File: src/rtl/fetch_pkg.sv
// Shared types and defaults for the fetch/decode instruction queue.
package fetch_pkg;

   localparam int FQ_DEPTH_DEFAULT = 4;
   localparam int ADDR_W           = 64;
   localparam int INSTR_W          = 32;

   typedef struct packed {
      logic [ADDR_W-1:0]  pc;
      logic [INSTR_W-1:0] instr;
   } fetch_entry_t;

endpackage

File: src/rtl/fetch_queue_mem.sv
// Unreset register array holding queued fetch entries; combinational read port.
module fetch_queue_mem
   import fetch_pkg::*;
#(
   parameter int  DEPTH   = FQ_DEPTH_DEFAULT,
   parameter type entry_t = fetch_entry_t
) (
   input  logic                     clk,
   input  logic                     wr_en,
   input  logic [$clog2(DEPTH)-1:0] wr_idx,
   input  entry_t                   wr_data,
   input  logic [$clog2(DEPTH)-1:0] rd_idx,
   output entry_t                   rd_data
);

   entry_t mem_q [DEPTH];
   entry_t mem_d [DEPTH];

   always_comb begin
      mem_d = mem_q;
      if (wr_en) mem_d[wr_idx] = wr_data;
   end

   always_ff @(posedge clk) begin
      mem_q <= mem_d;
   end

   assign rd_data = mem_q[rd_idx];

endmodule

File: src/rtl/fetch_queue.sv
// Fetch-to-decode instruction FIFO with branch-redirect flush and sync active-low reset.
module fetch_queue
   import fetch_pkg::*;
#(
   parameter int DEPTH = FQ_DEPTH_DEFAULT,
   parameter int AW    = ADDR_W,
   parameter int IW    = INSTR_W
) (
   input  logic                   clk,
   input  logic                   reset,
   input  logic                   in_valid,
   input  logic [AW-1:0]          in_pc,
   input  logic [IW-1:0]          in_instr,
   output logic                   in_ready,
   output logic                   out_valid,
   output logic [AW-1:0]          out_pc,
   output logic [IW-1:0]          out_instr,
   input  logic                   out_ready,
   input  logic                   flush,
   output logic [$clog2(DEPTH):0] count
);

   localparam int PW = $clog2(DEPTH);
   localparam int CW = PW + 1;

   typedef struct packed {
      logic [AW-1:0] pc;
      logic [IW-1:0] instr;
   } entry_t;

   logic [PW-1:0] wr_ptr_q, wr_ptr_d;
   logic [PW-1:0] rd_ptr_q, rd_ptr_d;
   logic [CW-1:0] count_q, count_d;
   logic          push, pop, clear;
   entry_t        wr_data, rd_data;

   // Outputs are gated by reset so they read as idle while reset is held,
   // even before the first sampling edge has cleared the flops.
   always_comb begin
      in_ready  = reset && (count_q < CW'(DEPTH));
      out_valid = reset && (count_q != '0);
      count     = reset ? count_q : '0;
      out_pc    = out_valid ? rd_data.pc    : '0;
      out_instr = out_valid ? rd_data.instr : '0;
   end

   assign clear = !reset || flush;
   assign push  = in_valid && in_ready && !clear;
   assign pop   = out_valid && out_ready && !clear;

   always_comb begin
      wr_ptr_d = wr_ptr_q;
      rd_ptr_d = rd_ptr_q;
      count_d  = count_q;
      if (clear) begin
         wr_ptr_d = '0;
         rd_ptr_d = '0;
         count_d  = '0;
      end else begin
         if (push) wr_ptr_d = wr_ptr_q + 1'b1;
         if (pop)  rd_ptr_d = rd_ptr_q + 1'b1;
         if (push && !pop)      count_d = count_q + CW'(1);
         else if (pop && !push) count_d = count_q - CW'(1);
      end
   end

   always_ff @(posedge clk) begin
      if (!reset) begin
         wr_ptr_q <= '0;
         rd_ptr_q <= '0;
         count_q  <= '0;
      end else begin
         wr_ptr_q <= wr_ptr_d;
         rd_ptr_q <= rd_ptr_d;
         count_q  <= count_d;
      end
   end

   assign wr_data.pc    = in_pc;
   assign wr_data.instr = in_instr;

   fetch_queue_mem #(
      .DEPTH   (DEPTH),
      .entry_t (entry_t)
   ) u_mem (
      .clk     (clk),
      .wr_en   (push),
      .wr_idx  (wr_ptr_q),
      .wr_data (wr_data),
      .rd_idx  (rd_ptr_q),
      .rd_data (rd_data)
   );

endmodule

File: config.mk
export PLATFORM = sky130hd
export DESIGN_NAME = fetch_queue
export DESIGN_NICKNAME = d
export VERILOG_FILES = /design/src/rtl/fetch_pkg.sv /design/src/rtl/fetch_queue_mem.sv /design/src/rtl/fetch_queue.sv
export SDC_FILE = /design/constraint.sdc
export NUM_CORES = 1
export LEC_CHECK = 0
export CAP_MARGIN = 20
export CORE_MARGIN = 1
export CORE_UTILIZATION = 55
export DETAILED_ROUTE_END_ITERATION = 8
export GPL_ROUTABILITY_DRIVEN = 1
export GPL_TIMING_DRIVEN = 0
export PLACE_DENSITY = 0.77
export SLEW_MARGIN = 10
export SYNTH_ARGS = -nofsm -noshare
export SYNTH_HDL_FRONTEND = slang
export SYNTH_HIERARCHICAL = 1
export SYNTH_SLANG_ARGS = --single-unit
File: constraint.sdc
create_clock -name clk -period 24.3 [get_ports clk]
set_clock_uncertainty 0.05 [all_clocks]
set_input_delay 2.43 -clock clk [delete_from_list [all_inputs] [get_ports clk]]
set_output_delay 2.43 -clock clk [all_outputs]
set_load 0.005 [all_outputs]
==> flow_metrics.py <==
metrics = {
    "outcome": {
        "status": "finished, final reports clean",
    },
    "clock_tree": {
        "clk_path_buf_depth": 3,
        "ctsHoldBuffers": 0,
        "ctsResizeCount": 0,
        "cts.clk_slew.worst_paths_ps": 60,
        "numCtsBuffers": 39,
        "htree_levels": 2,
        "tritoncts": "done",
        "root_buffer": "clkbuf_16",
        "clkSinkCount": 391,
        "postCtsSetupBuffers": 0,
        "insertion_delay_ps": 520,
    },
    "drt": {
        "ant_nets": 0,
        "vias_per_cell": 5.61,
        "drt_wl_total_um": 28400,
        "drt_iter0_markers": 552,
        "drc": 0,
        "routedWlPerCell_um": 22.3,
        "drt_first_pass_iters": 5,
        "vias": 7141,
    },
    "pwr": {
        "switchingPower_mw": 0.253,
        "swShare_pct": 18.5,
        "combPwrFrac_pct": 3.9,
        "p_leak_nw": 5.98,
        "total_power_mw": 1.36,
        "vdd_drop_max_mv": 0.0606,
        "p_per_area_mw_per_mm2": 72.4,
        "internal_power_mw": 1.11,
        "power_frac_seq_pct": 55.0,
        "power_frac_clock_pct": 41.1,
    },
    "yosys": {
        "syn_nets": 754,
        "avgSynthCellArea_sq_um": 23.0,
        "yosysWarningCount": 6,
        "synth_mux_area_share_pct": 14.5,
        "synthAdderAreaFrac_pct": 0.217,
        "synth_compound_area_share_pct": 0.301,
        "yosys.area_share.simple_pct": 5.16,
        "ys_types": 29,
        "syn_area_sq_mm": 0.0150,
        "synth-seq-cells": 391,
        "synth_xor_area_share_pct": 0.351,
        "ys_seq_area_share_pct": 77.9,
        "synthCells": 651,
        "synth_top_family_by_area": "multiplexers",
    },
    "worst_setup_path": {
        "slowest_delay_ps": 600,
        "rr_startpoint": "count_q[2]$_SDFFE_PP0P_",
        "cp_slowest_cell": "clkdlybuf4s50_1",
        "crit_type": "input pin to output port",
        "crit_path_max_fanout": 10,
        "crit_required_ps": 21820,
        "cp_cell_sequence": "clkdlybuf4s50_1 -> o31a_4 -> clkbuf_1 -> and2_1 -> clkdlybuf4s50_1",
        "worstPathArrival_ps": 4480,
        "cp.buffers_inverters": 3,
        "crit_path_start": "reset",
        "worst_setup_path_start_kind": "input pin",
        "cp-end-kind": "output port",
        "cp_common_cell": "clkdlybuf4s50_1",
        "critical_path.top_delay_family": "buffers and inverters",
    },
    "timing": {
        "period_needed_ps": 6960,
        "slew_headroom_pct": 43.3,
        "period_share_pct": 28.6,
        "tightest_slew_ps": 847,
        "finalHoldViolCount": 0,
        "whs_ps": 532,
        "totalNegativeSetupSlack_ps": 0,
        "max_freq_ghz": 0.144,
        "finalSetupViolCount": 0,
        "rsz0062_at_grt": "no",
        "slew_violations": 0,
    },
    "finish": {
        "num-nets-final": 1012,
        "drive_gt1_share_pct": 21.9,
        "final_area_sq_mm": 0.0188,
        "area.growth.synth_to_final_pct": 25.8,
    },
    "grt": {
        "grt_pass1_wl_um": 43900,
        "grt_max_degree": 54,
        "grt_antenna_before_repair": 3,
        "grt_pass1_vias": 7740,
        "grt_use_total_pct": 21.1,
        "grt_overflow_total": 0,
    },
    "hold_path": {
        "worstHoldStart": "rd_ptr_q[0]$_SDFFE_PP0P_",
        "hold_class": "register to register",
    },
    "floorplan": {
        "die_w_um": 167,
        "dieArea_sq_mm": 0.0279,
        "start_util_pct": 55.9,
        "io_pins": 202,
        "core_sq_mm": 0.0268,
        "row_count": 60,
        "die_h_um": 167,
    },
    "placed_design": {
        "portBuffers": 201,
        "gp_congestion": 0.781,
        "placed_cell_area_sq_mm": 0.0176,
        "dp.final_hpwl_um": 18500,
    },
    "run": {
        "max_cap_violations": 0,
    },
}
[cell families (layout without fill, tap and decap cells)]
kind of cell	count (synthesis)	in the layout
flip-flops	391	391
AND/OR/NAND/NOR	117	117
multiplexers	97	97
buffers and inverters	33	312
XOR/XNOR	6	6
AO/OA/AOI/OAI	5	5
adder cells (fa/ha/maj)	2	2
other	0	3
[tightest hold or removal path, stage by stage (launching register included)]
cell,delay (ps)
dfxtp_1,380
xor2_1,90
nor2_1,80
[cells in the final DEF, fill, tap and decap left out, types with 5 or more instances in the layout]
| cell type | count |
|---|---|
| clkdlybuf4s50_1 | 201 |
| buf_4 | 6 |
| clkinv_1 | 7 |
| dfxtp_1 | 7 |
| and2_1 | 80 |
| clkbuf_1 | 20 |
| mux4_2 | 96 |
| buf_2 | 12 |
| clkbuf_16 | 40 |
| nor2_1 | 6 |
| and2_4 | 20 |
| buf_6 | 9 |
| xor2_1 | 5 |
| edfxtp_1 | 384 |
[Yosys cell counts]
master	n	area, sq um
xnor2_1	1	8.76
o21ai_0	1	5.00
nand2b_1	1	6.26
nor2b_1	3	18.8
o31a_4	1	17.5
nor3b_1	1	7.51
nand3b_1	1	7.51
buf_8	4	60.1
mux4_2	96	2160
or3_1	1	6.26
and2_4	20	175
mux2i_1	1	10.0
and3_1	1	6.26
o311ai_0	2	17.5
fa_1	1	20.0
nor2_1	6	22.5
ha_1	1	12.5
buf_12	1	20.0
a21oi_1	1	5.00
edfxtp_1	384	11500
and3b_1	2	17.5
xor2_1	5	43.8
clkbuf_1	11	41.3
dfxtp_1	7	140
and2_1	80	500
buf_2	12	60.1
buf_6	4	45.0
nand3_1	1	5.00
inv_1	1	3.75
[layer usage]
metal	track usage (%)	up-vias	wire (um)
li1	-	3184	-
met5	0	-	0
met1	27.4	3668	11300
met4	7.25	0	805
met2	35.6	231	14700
met3	4.40	58	1720
[through the flow]
step / worst slack (ps) / utilization, % / cells
2_1_floorplan: 13790 / - / 651
3_3_place_gp: 8110 / 65.0 / 1193
3_5_place_dp: 17340 / 65.9 / 1209
4_1_cts: 17320 / 70.3 / 1271
5_1_grt: 17180 / 70.3 / 1274
6_report: 17340 / 70.3 / 1274
[worst paths after layout]
kind	to	slack (ps)	cells after the start
worst max register to register	u_mem/mem_q[351]$_DFFE_PP_	21460	7
worst min register to register	rd_ptr_q[0]$_SDFFE_PP0P_	530	2
worst max-delay path	out_pc[38]	17340	5
worst min-delay path	rd_ptr_q[0]$_SDFFE_PP0P_	530	2
[flip-flops by register name (all words and copies together), names as in the netlist]
register,cells
wr_ptr_q,2
u_mem/mem_q,384
count_q,3
rd_ptr_q,2
[cell type report]
type                    instances  area, sq um
flip-flops and latches        391        11700
fillers                      1623         7960
multi-input cells             227         3090
repair buffers                217         2230
clock buffers                  49         1030
well taps                     341          427
plain buffers                  32          226
clock inverters                13          150
diodes                          3         7.51
inverters                       1         3.75
[power by group through the flow]
stage	registers [mW]	clock network, mW	logic [mW]
after global routing	0.750	0.596	0.0573
after detailed placement	0.764	0	0.0536
after CTS	0.750	0.572	0.0539
final	0.750	0.560	0.0533
after floorplan	0.765	0	0.0168
after global placement	0.766	0	0.0493
No activity file was read; power rests on OpenSTA's default activity.
